### config.mk
export PLATFORM = sky130hd
export DESIGN_NAME = pixel_span_writer
export DESIGN_NICKNAME = d
export VERILOG_FILES = /design/src/rtl/pixel_pkg.sv /design/src/rtl/pixel_addr_wrap.sv /design/src/rtl/pixel_span_writer.sv
export SDC_FILE = /design/constraint.sdc
export NUM_CORES = 1
export LEC_CHECK = 0
export BUFFER_PORTS_ARGS = -buffer_cell sky130_fd_sc_hd__buf_2
export CAP_MARGIN = 20
export CORE_MARGIN = 5
export CORE_UTILIZATION = 55
export DETAILED_ROUTE_END_ITERATION = 16
export HOLD_SLACK_MARGIN = 0.03
export PLACE_DENSITY = 0.8
export RECOVER_POWER = 50
export SYNTH_ARGS = -nofsm -noshare
export SYNTH_HDL_FRONTEND = slang
export SYNTH_SLANG_ARGS = --single-unit
export TNS_END_PERCENT = 1
### constraint.sdc
create_clock -name clk -period 5.2 [get_ports clk]
set_input_delay 0.26 -clock clk [delete_from_list [all_inputs] [get_ports clk]]
set_output_delay 0.26 -clock clk [all_outputs]
set_load 0.02 [all_outputs]
### src/rtl/pixel_pkg.sv
// Shared constants, state encoding and modulo-DEPTH helper for the pixel span writer.
// PIXEL_RECT_EN selects rectangle fills in the files that import this package.
package pixel_pkg;

  localparam int unsigned SCREEN_WIDTH  = 32'd640;
  localparam int unsigned SCREEN_HEIGHT = 32'd480;
  localparam int unsigned DEPTH         = SCREEN_WIDTH * SCREEN_HEIGHT;
  localparam int unsigned LINE_PIXELS   = SCREEN_WIDTH;
  localparam int unsigned ADDRESS_WIDTH = 32'd19;
  localparam int unsigned LEN_WIDTH     = 32'd19;

  // One extra bit so a sum can be compared against DEPTH before wrapping.
  localparam logic [ADDRESS_WIDTH:0] DEPTH_EXT  = DEPTH[ADDRESS_WIDTH:0];
  localparam logic [ADDRESS_WIDTH:0] STRIDE_EXT = LINE_PIXELS[ADDRESS_WIDTH:0];
  localparam logic [LEN_WIDTH-1:0]   LEN_ZERO   = {LEN_WIDTH{1'b0}};
  localparam logic [LEN_WIDTH-1:0]   LEN_ONE    = {{(LEN_WIDTH-1){1'b0}}, 1'b1};

  typedef enum logic [1:0] {
    IDLE  = 2'd0,
    WRITE = 2'd1,
    DONE  = 2'd2
  } state_e;

  typedef enum logic [1:0] {
    ADDR_HOLD = 2'd0,
    ADDR_LOAD = 2'd1,
    ADDR_INC  = 2'd2,
    ADDR_ROW  = 2'd3
  } addr_op_e;

  // Valid for any value below 2*DEPTH, which covers every raw address and every sum used here.
  function automatic logic [ADDRESS_WIDTH-1:0] wrap_addr(input logic [ADDRESS_WIDTH:0] a);
    logic [ADDRESS_WIDTH:0] r;
    if (a >= DEPTH_EXT) begin
      r = a - DEPTH_EXT;
    end else begin
      r = a;
    end
    return r[ADDRESS_WIDTH-1:0];
  endfunction

endpackage

### src/rtl/pixel_addr_wrap.sv
// Registered pixel address counter: load, +1, and (with PIXEL_RECT_EN) +LINE_PIXELS row step,
// all modulo DEPTH.
module pixel_addr_wrap
  import pixel_pkg::*;
(
  input  logic                     clk,
  input  logic                     resetn,
  input  addr_op_e                 op,
  input  logic [ADDRESS_WIDTH-1:0] load_addr,
  output logic [ADDRESS_WIDTH-1:0] addr
);

  logic [ADDRESS_WIDTH-1:0] addr_q, addr_d;
`ifdef PIXEL_RECT_EN
  logic [ADDRESS_WIDTH-1:0] base_q, base_d;
`endif

  // Next address; a row step restarts from the previous row base, not from the current pixel.
  always_comb begin
    addr_d = addr_q;
`ifdef PIXEL_RECT_EN
    base_d = base_q;
`endif
    case (op)
      ADDR_LOAD: begin
        addr_d = wrap_addr({1'b0, load_addr});
`ifdef PIXEL_RECT_EN
        base_d = wrap_addr({1'b0, load_addr});
`endif
      end
      ADDR_INC: begin
        addr_d = wrap_addr({1'b0, addr_q} + {{ADDRESS_WIDTH{1'b0}}, 1'b1});
      end
`ifdef PIXEL_RECT_EN
      ADDR_ROW: begin
        base_d = wrap_addr({1'b0, base_q} + STRIDE_EXT);
        addr_d = wrap_addr({1'b0, base_q} + STRIDE_EXT);
      end
`endif
      default: begin
        addr_d = addr_q;
      end
    endcase
  end

  // Address (and row base) registers.
  always_ff @(posedge clk or negedge resetn) begin
    if (!resetn) begin
      addr_q <= {ADDRESS_WIDTH{1'b0}};
`ifdef PIXEL_RECT_EN
      base_q <= {ADDRESS_WIDTH{1'b0}};
`endif
    end else begin
      addr_q <= addr_d;
`ifdef PIXEL_RECT_EN
      base_q <= base_d;
`endif
    end
  end

  assign addr = addr_q;

endmodule

### src/rtl/pixel_span_writer.sv
// Fill engine streaming one pixel write per clock into frame-buffer port 0.
// Define PIXEL_RECT_EN for rows x length rectangle fills (adds the rows port).
module pixel_span_writer
  import pixel_pkg::*;
(
  input  logic                     clk,
  input  logic                     resetn,
  input  logic                     start,
  input  logic [ADDRESS_WIDTH-1:0] start_addr,
  input  logic [LEN_WIDTH-1:0]     length,
  input  logic                     color,
  input  logic                     abort,
`ifdef PIXEL_RECT_EN
  input  logic [LEN_WIDTH-1:0]     rows,
`endif
  output logic                     busy,
  output logic                     done,
  output logic [ADDRESS_WIDTH-1:0] pixelAddr,
  output logic                     pixelIn,
  output logic                     pixelWe
);

  state_e                 state_q;
  logic [LEN_WIDTH-1:0]   col_q;
  logic                   color_q;
  logic                   busy_q;
  logic                   done_q;
  logic                   we_q;
`ifdef PIXEL_RECT_EN
  logic [LEN_WIDTH-1:0]   len_q;
  logic [LEN_WIDTH-1:0]   rows_q;
`endif

  logic     accept_s;
  logic     empty_cmd_s;
  logic     last_col_s;
  logic     last_row_s;
  addr_op_e addr_op_s;

  // Command acceptance and end-of-span/row decode; abort overrides start.
  always_comb begin
    accept_s   = (state_q == IDLE) && start && !abort;
    last_col_s = (col_q == LEN_ONE);
`ifdef PIXEL_RECT_EN
    empty_cmd_s = (length == LEN_ZERO) || (rows == LEN_ZERO);
    last_row_s  = (rows_q == LEN_ONE);
`else
    empty_cmd_s = (length == LEN_ZERO);
    last_row_s  = 1'b1;
`endif
  end

  // Address counter operation for the coming edge.
  always_comb begin
    addr_op_s = ADDR_HOLD;
    case (state_q)
      IDLE: begin
        if (accept_s) begin
          addr_op_s = ADDR_LOAD;
        end else begin
          addr_op_s = ADDR_HOLD;
        end
      end
      WRITE: begin
        if (abort) begin
          addr_op_s = ADDR_HOLD;
        end else if (!last_col_s) begin
          addr_op_s = ADDR_INC;
        end else if (!last_row_s) begin
          addr_op_s = ADDR_ROW;
        end else begin
          addr_op_s = ADDR_HOLD;
        end
      end
      default: begin
        addr_op_s = ADDR_HOLD;
      end
    endcase
  end

  pixel_addr_wrap u_addr (
    .clk       (clk),
    .resetn    (resetn),
    .op        (addr_op_s),
    .load_addr (start_addr),
    .addr      (pixelAddr)
  );

  // Control FSM with command latches, span/row counters and registered strobes.
  always_ff @(posedge clk or negedge resetn) begin
    if (!resetn) begin
      state_q <= IDLE;
      col_q   <= LEN_ZERO;
      color_q <= 1'b0;
      busy_q  <= 1'b0;
      done_q  <= 1'b0;
      we_q    <= 1'b0;
`ifdef PIXEL_RECT_EN
      len_q   <= LEN_ZERO;
      rows_q  <= LEN_ZERO;
`endif
    end else begin
      case (state_q)
        IDLE: begin
          done_q <= 1'b0;
          if (accept_s) begin
            color_q <= color;
            col_q   <= length;
            busy_q  <= 1'b1;
`ifdef PIXEL_RECT_EN
            len_q   <= length;
            rows_q  <= rows;
`endif
            if (empty_cmd_s) begin
              state_q <= DONE;
              done_q  <= 1'b1;
              we_q    <= 1'b0;
            end else begin
              state_q <= WRITE;
              we_q    <= 1'b1;
            end
          end else begin
            busy_q <= 1'b0;
            we_q   <= 1'b0;
          end
        end
        WRITE: begin
          if (abort) begin
            state_q <= IDLE;
            busy_q  <= 1'b0;
            we_q    <= 1'b0;
          end else if (last_col_s && last_row_s) begin
            state_q <= DONE;
            we_q    <= 1'b0;
            done_q  <= 1'b1;
          end else if (last_col_s) begin
`ifdef PIXEL_RECT_EN
            col_q  <= len_q;
            rows_q <= rows_q - LEN_ONE;
`else
            col_q  <= col_q;
`endif
          end else begin
            col_q <= col_q - LEN_ONE;
          end
        end
        DONE: begin
          state_q <= IDLE;
          busy_q  <= 1'b0;
          done_q  <= 1'b0;
          we_q    <= 1'b0;
        end
        default: begin
          state_q <= IDLE;
          busy_q  <= 1'b0;
          done_q  <= 1'b0;
          we_q    <= 1'b0;
        end
      endcase
    end
  end

  assign busy    = busy_q;
  assign done    = done_q;
  assign pixelWe = we_q;
  assign pixelIn = color_q;

endmodule

==> metrics.md, run 1 <==
| Metric | Value |
|---|---|
| Run status | finished, violations left |
| Failing checks | max-capacitance violations, max-slew violations |
| Worst Skew | 6.80 ps |
| CTS buffer count | 5 |
| Power density over the cells | 381 nW/um2 |
| Largest area contributor in the netlist | sky130_fd_sc_hd__dfrtp_1 |
| Register area share after synthesis | 34.2% |
| Most used standard cells in the synthesized netlist | sky130_fd_sc_hd__nand2_1, sky130_fd_sc_hd__dfrtp_1, sky130_fd_sc_hd__a21oi_1 |
| Antenna cell count | 0 |
| Routability cong. | 0.906 |
| Cell with the most instances after synthesis | sky130_fd_sc_hd__nand2_1 |
| Fraction of registers with async set or reset after synthesis | 100% |
| Number of instances in the synthesized netlist | 408 |
| Sequential cell area | 1100 um2 |
| Number of resized instances in the post-cts repair step | 0 |
| Count of routing violations after the opening detailed-route iteration | 298 |
| Ys flop type | sky130_fd_sc_hd__dfrtp_1 |
| Largest net degree at the start of global routing | 45 |
| Synthesis-stage register bit count | 44 |
| Die extent in x | 86.5 um |
| Hold_sp | color |
| Wire length per cell | 16.0 um |
| Post-place setup slack | 2070 ps |
| Number of sinks on the clock net | 44 |
| CTS max path bufs | 2 |
| Final worst path period need | 3170 ps |
| Leakage | 1.46 nW |
| Critical register-to-register path endpoint | u_addr.addr[13]$_DFFE_PN0P_ |
| Layout cells sized above 1 | 16.9% |
| Placed cell count | 523 |
| Port Buffer Count | 65 |
| Worst Tran Pin Value | 1680 ps |
| Antenna-violating nets left | 0 |
| Layout Area Growth over Synthesis | 13.0% |
| Area of combinational cells with multiple inputs | 1970 um2 |
| First-pass GRT wire length | 14.6 mm |
| Congestion Overflow GR | 0 |
| Detailed-route DRC error count | 0 |
| Stages on worst setup path | 9 |
| Worst-Skew Late Latency | 300 ps |
| Initial Utilization | 57.4% |
| Number of stages on the worst hold path | 3 |
| Clock-pin slew on the worst setup and hold paths | 90 ps |
| Row count | 27 |
| Hold Crit Endpoint | pixelIn$_DFFE_PN0P_ |
| Final instance count without filler cells | 533 |
| Via count of the first global-routing pass | 3048 |
| Post-synth net total | 457 |
| Post-Synthesis Cell Area | 3220 um2 |
| Total track usage | 24.0% |
| Final setup fails | 0 |
| Worst Hold Class | in2reg |
| Critical path buffers and inverters | 1 |
| Worst reg2reg startpoint | col_q[8]$_DFFE_PN0P_ |
| Area of the die | 7490 um2 |
| Required time of the critical path | 5360 ps |
| Unique cell type count in the Yosys netlist | 64 |
| Count of cells along the worst register-to-register path | 9 |
| Capturing element type of the critical path | register |
| Cell class contributing the biggest share of worst-path delay | simple AND/OR/NAND/NOR gates |
| Main area contributors after synthesis | sky130_fd_sc_hd__dfrtp_1, sky130_fd_sc_hd__a21oi_1, sky130_fd_sc_hd__nand2_1, sky130_fd_sc_hd__o21ai_0, sky130_fd_sc_hd__nor2_1 |
| Arrival time of the worst setup path | 3330 ps |
| Internal reg-to-reg setup slack | 2030 ps |
| Area of the placeable core | 5610 um2 |
| Synthesized area divided by synthesized cell count | 7.89 um2 |
| Slowest Stage Delay on Critical Path | 620 ps |
| Cell type of the slowest stage on the worst timing path | sky130_fd_sc_hd__or4_1 |
| Number of antenna violations at the first check in global routing | 0 |
| Worst setup slack after layout | 2030 ps |
| H-tree levels | 2 |
| Post-detail-place hpwl | 6.28 mm |
| Syn. warnings | 0 |
| Final hold violation count | 0 |
| Type of the setup path with the least slack | reg2reg |
| Crit-path cells | or3_1, or4_1, o21ai_1, inv_1, ha_1, nor2b_1, nand2_1, a31oi_1, a311oi_1 |
| Detailed-route wire length | 8.55 mm |
| RSZ-0062 raised after global routing | false |
| MaxCap Viol Count | 1 |
| Final layout net count | 509 |
| DIE HEIGHT | 86.5 um |
| Startpoint kind of the worst setup timing path | register |
| Area share of the largest cell type after synthesis | 34.2% |
| Number of max-slew violations in the final report | 30 |
| Root buffer selected by CTS | sky130_fd_sc_hd__clkbuf_8 |
| Number of enable-type register cells in the synthesized netlist | 0 |
| Number of placed I/O pins | 66 |
| CP Max Fanout | 15 |
| Average via count per standard cell | 6.25 |
| Worst slew margin relative to its limit | -11.8% |
| Fill cell count | 512 |
| Maximum vdd drop | 0.000269 V |
| Final sum of negative setup slack | 0 ps |
| Final period util | 60.9% |
| Max Fclk | 0.316 GHz |
| TritonCTS clock tree | yes |
| Router iterations before antenna repair | 5 |
| Routed vias | 3331 |
## power breakdown
group | total, mW | internal, mW | leakage (nW) | switching, mW
Clock | 0.230 | 0.108 | 0.0445 | 0.122
Sequential | 0.565 | 0.437 | 0.516 | 0.128
Combinational | 0.591 | 0.226 | 0.900 | 0.364
## sequential cells by signal (all words and copies together), names as in the netlist
signal	flops
u_addr.addr	19
state_q	2
pixelIn	1
done	1
pixelWe	1
col_q	19
busy	1
## what timing repair did
item	CTS	global route
buffers inserted	0	0
endpoints found under the setup margin	0	0
hold endpoints to repair	0	15
hold buffers	0	1
## placed cells by master (no fill, tap or decap), types with 7 or more instances in the layout
cell type,Yosys,layout
sky130_fd_sc_hd__o21ai_0,33,33
sky130_fd_sc_hd__a21oi_1,39,39
sky130_fd_sc_hd__or3_1,8,8
sky130_fd_sc_hd__nor2_1,36,36
sky130_fd_sc_hd__nand3_1,15,15
sky130_fd_sc_hd__dfrtp_1,44,44
sky130_fd_sc_hd__nor2b_1,7,7
sky130_fd_sc_hd__nand4_1,8,8
sky130_fd_sc_hd__o22a_1,11,11
sky130_fd_sc_hd__buf_2,5,53
sky130_fd_sc_hd__nand2b_1,7,7
sky130_fd_sc_hd__clkbuf_1,16,14
sky130_fd_sc_hd__nor4_1,9,9
sky130_fd_sc_hd__nand2_1,46,46
sky130_fd_sc_hd__nor3_1,15,15
sky130_fd_sc_hd__inv_1,10,10
## worst register-to-register path, stage by stage, from the launching register on
cell	delay, ps
sky130_fd_sc_hd__dfrtp_1	420
sky130_fd_sc_hd__or3_1	440
sky130_fd_sc_hd__or4_1	620
sky130_fd_sc_hd__o21ai_1	260
sky130_fd_sc_hd__inv_1	110
sky130_fd_sc_hd__ha_1	470
sky130_fd_sc_hd__nor2b_1	370
sky130_fd_sc_hd__nand2_1	110
sky130_fd_sc_hd__a31oi_1	160
sky130_fd_sc_hd__a311oi_1	70
## through the flow
step / power, mW / area [um2] / hold slack (ps) / utilization, %
2_1_floorplan: 0.988 / 3220 / -35.6 / -
3_3_place_gp: 1.14 / 3550 / 456 / 63.3
3_5_place_dp: 1.16 / 3550 / 460 / 63.3
4_1_cts: 1.39 / 3640 / 147 / 64.9
5_1_grt: 1.49 / 3640 / 188 / 64.9
6_report: 1.39 / 3640 / 152 / 64.9
## layout make-up
class,count,area share (%)
Clock buffer,7,2.37
Clock inverter,1,0.206
Inverter,10,1.03
Multi-Input combinational cell,329,54.1
Sequential cell,44,30.3
Tap cell,72,2.48
Timing Repair Buffer,70,9.52
## cell families (layout without fill, tap and decap cells)
group	Yosys count	in the layout	share of synthesized area (%)
AOI/OAI and AO/OA	130	130	26.5
DFF	44	44	34.2
muxes	3	3	0.932
buffers and inverters	35	88	4.62
and+or+nand+nor	183	183	29.6
xor gates and xnor gates	7	7	1.90
adders and majority gates	6	6	2.33
## worst max-delay path by stage
stage	slack, ps	end	start
floorplan	2330	u_addr.addr[5]$_DFFE_PN0P_	col_q[8]$_DFFE_PN0P_
global placement	2180	u_addr.addr[0]$_DFFE_PN0P_	col_q[8]$_DFFE_PN0P_
detailed placement	2070	u_addr.addr[13]$_DFFE_PN0P_	col_q[8]$_DFFE_PN0P_
CTS	2030	u_addr.addr[13]$_DFFE_PN0P_	col_q[8]$_DFFE_PN0P_
global route	1720	u_addr.addr[12]$_DFFE_PN0P_	col_q[8]$_DFFE_PN0P_
finish	2030	u_addr.addr[13]$_DFFE_PN0P_	col_q[8]$_DFFE_PN0P_
## layer usage
layer / wire length (um) / GRT usage [%] / vias up
met5: 0 / 0 / -
met1: 3940 / 35.6 / 1563
met3: 726 / 5.23 / 6
li1: - / - / 1621
met4: 63 / 5.81 / 0
met2: 3810 / 35.5 / 141
No activity file was read; power rests on OpenSTA's default activity.
==> inputs of run 2 (changes only) <==
--- a/config.mk
+++ b/config.mk
@@ -8,10 +8,10 @@
 export BUFFER_PORTS_ARGS = -buffer_cell sky130_fd_sc_hd__buf_2
 export CAP_MARGIN = 20
 export CORE_MARGIN = 5
-export CORE_UTILIZATION = 55
+export CORE_UTILIZATION = 50
 export DETAILED_ROUTE_END_ITERATION = 16
 export HOLD_SLACK_MARGIN = 0.03
-export PLACE_DENSITY = 0.8
+export PLACE_DENSITY = 0.77
 export RECOVER_POWER = 50
 export SYNTH_ARGS = -nofsm -noshare
 export SYNTH_HDL_FRONTEND = slang
==> constraint.sdc (replaced) <==
create_clock -name clk -period 2.9 [get_ports clk]
set_input_delay 0.145 -clock clk [delete_from_list [all_inputs] [get_ports clk]]
set_output_delay 0.145 -clock clk [all_outputs]
set_load 0.02 [all_outputs]
==> metrics.md, run 2 (synthesis gave the netlist of run 1 again) <==
| Metric | Value |
|---|---|
| Total track usage | 21.6% |
| CTS buffer count | 5 |
| Congestion Overflow GR | 0 |
| Port Buffer Count | 65 |
| Initial Utilization | 51.0% |
| Arrival time of the worst setup path | 2950 ps |
| Post-detail-place hpwl | 6.57 mm |
| Root buffer selected by CTS | sky130_fd_sc_hd__clkbuf_8 |
| Leakage | 1.54 nW |
| Switching part of the total power | 44.8% |
| Worst Hold Class | in2reg |
| CP Max Fanout | 10 |
| Utilization after layout | 59.6% |
| Detailed-route DRC error count | 0 |
| WHS | 41.4 ps |
| Cell area after placement | 3650 um2 |
| Final worst path period need | 2750 ps |
| Switching power total | 1.14 mW |
| Detailed-route wire length | 8.86 mm |
| Row count | 29 |
| Post-CTS setup repair buffer count | 0 |
| MaxCap Viol Count | 1 |
| RSZ-0062 raised after global routing | false |
| Required time of the critical path | 3100 ps |
| Final setup fails | 0 |
| Worst Tran Pin Value | 1860 ps |
| Count of routing violations after the opening detailed-route iteration | 315 |
| Antenna cell count | 0 |
| Routed vias | 3411 |
| Startpoint kind of the worst setup timing path | register |
| Worst Skew | 11.9 ps |
| CTS max path bufs | 2 |
| Final instance count without filler cells | 551 |
| Power density over the cells | 675 nW/um2 |
| Antenna-violating nets left | 0 |
| Fill cell count | 592 |
| Clock-pin slew on the worst setup and hold paths | 90 ps |
| Number of antenna violations at the first check in global routing | 0 |
| Maximum vdd drop | 0.000426 V |
| First-pass GRT wire length | 15.0 mm |
| Die extent in x | 90.3 um |
| Worst slew margin relative to its limit | -23.9% |
| Router iterations before antenna repair | 5 |
| Share of total power in sequential cells | 40.4% |
| Number of sinks on the clock net | 44 |
| Number of placed I/O pins | 66 |
| Area of the placeable core | 6310 um2 |
| Type of the setup path with the least slack | reg2reg |
| Number of max-slew violations in the final report | 42 |
| Most frequent cells in the layout | sky130_fd_sc_hd__buf_2, sky130_fd_sc_hd__nand2_1, sky130_fd_sc_hd__dfrtp_1 |
| Routability cong. | 0.901 |
| Wire length per cell | 16.1 um |
| TritonCTS clock tree | yes |
| Post-Layout Inst Area | 3760 um2 |
| Placed cell count | 541 |
| H-tree levels | 2 |
| Largest net degree at the start of global routing | 45 |
| Max Fclk | 0.364 GHz |
| Logic pwr share | 44.3% |
| Capturing element type of the critical path | register |
| Layout Area Growth over Synthesis | 16.8% |
| Average via count per standard cell | 6.19 |
| Failing checks | max-capacitance violations, max-slew violations |
| Internal power of the cells | 1.40 mW |
| Final sum of negative setup slack | 0 ps |
| Final period util | 94.8% |
| Final layout net count | 522 |
| Worst-Skew Late Latency | 300 ps |
| Part of the total power dissipated in the clock network | 15.3% |
| Area of the die | 8150 um2 |
| Run status | finished, violations left |
| Via count of the first global-routing pass | 3215 |
| DIE HEIGHT | 90.3 um |
| Most common cell after layout, fill and taps aside | sky130_fd_sc_hd__buf_2 |
| Final hold violation count | 0 |
| Layout cells sized above 1 | 20.3% |
run 2: layer usage:
layer  vias to the layer above  global-route usage (%)  part of all wire, %  wire length [um]
li1                       1646                       -                    -                 -
met2                       140                    32.7                   45              4020
met1                      1620                    31.7                   47              4210
met3                         5                    4.00                  6.3               560
met5                         -                       0                    0                 0
met4                         0                    5.33                 0.84                74
run 2: per-stage QoR:
stage / worst slack, ps / power [mW]
6_report: 151 / 2.54
4_1_cts: 27.5 / 2.53
3_5_place_dp: 57.9 / 2.15
5_1_grt: 20.0 / 2.74
2_1_floorplan: 28.2 / 1.77
3_3_place_gp: 149 / 2.11
run 2: area by class of cell:
type / instances / area, um2 / area share [%]
multi-input cells: 329 / 1990 / 52.8
clock buffers: 5 / 68.8 / 1.83
flip-flops and latches: 44 / 1100 / 29.3
well taps: 77 / 96.3 / 2.56
inverters: 10 / 37.5 / 0.998
repair buffers: 83 / 453 / 12.0
clock inverters: 3 / 18.8 / 0.499
run 2: power by group through the flow:
stage	Sequential, mW	Combinational, mW	Clock [mW]
detailed placement	1.03	1.11	0
global route	1.06	1.24	0.431
CTS	1.02	1.12	0.393
floorplan	1.07	0.704	0
finish	1.03	1.13	0.389
global placement	1.02	1.09	0
run 2: path summary, 6_finish.rpt:
check,from,end,slack (ps),cells past startpoint
max,u_addr.addr[10]$_DFFE_PN0P_,u_addr.addr[13]$_DFFE_PN0P_,150,7
min,color,pixelIn$_DFFE_PN0P_,40,3
max reg2reg,u_addr.addr[10]$_DFFE_PN0P_,u_addr.addr[13]$_DFFE_PN0P_,150,7
min reg2reg,state_q[1]$_DFFE_PN0P_,state_q[1]$_DFFE_PN0P_,480,1
max in group asynchronous,resetn,u_addr.addr[18]$_DFFE_PN0P_,620,3
min in group asynchronous,resetn,col_q[3]$_DFFE_PN0P_,170,2
run 2: worst max-delay path, cell delays in order (launching register included):
cell and delay, ps:
sky130_fd_sc_hd__dfrtp_1 470, sky130_fd_sc_hd__and3_1 410, sky130_fd_sc_hd__nand4_4 240, sky130_fd_sc_hd__o21a_1 270, sky130_fd_sc_hd__or3_1 380, sky130_fd_sc_hd__or4_1 440, sky130_fd_sc_hd__and3_1 190, sky130_fd_sc_hd__a311oi_1 240
run 2: repair_timing:
item | 4_1_cts | 5_1_grt
endpoints found under the hold margin | 0 | 44
hold buffers | 0 | 1
setup endpoints to repair | 0 | 6
resized for setup | 0 | 5
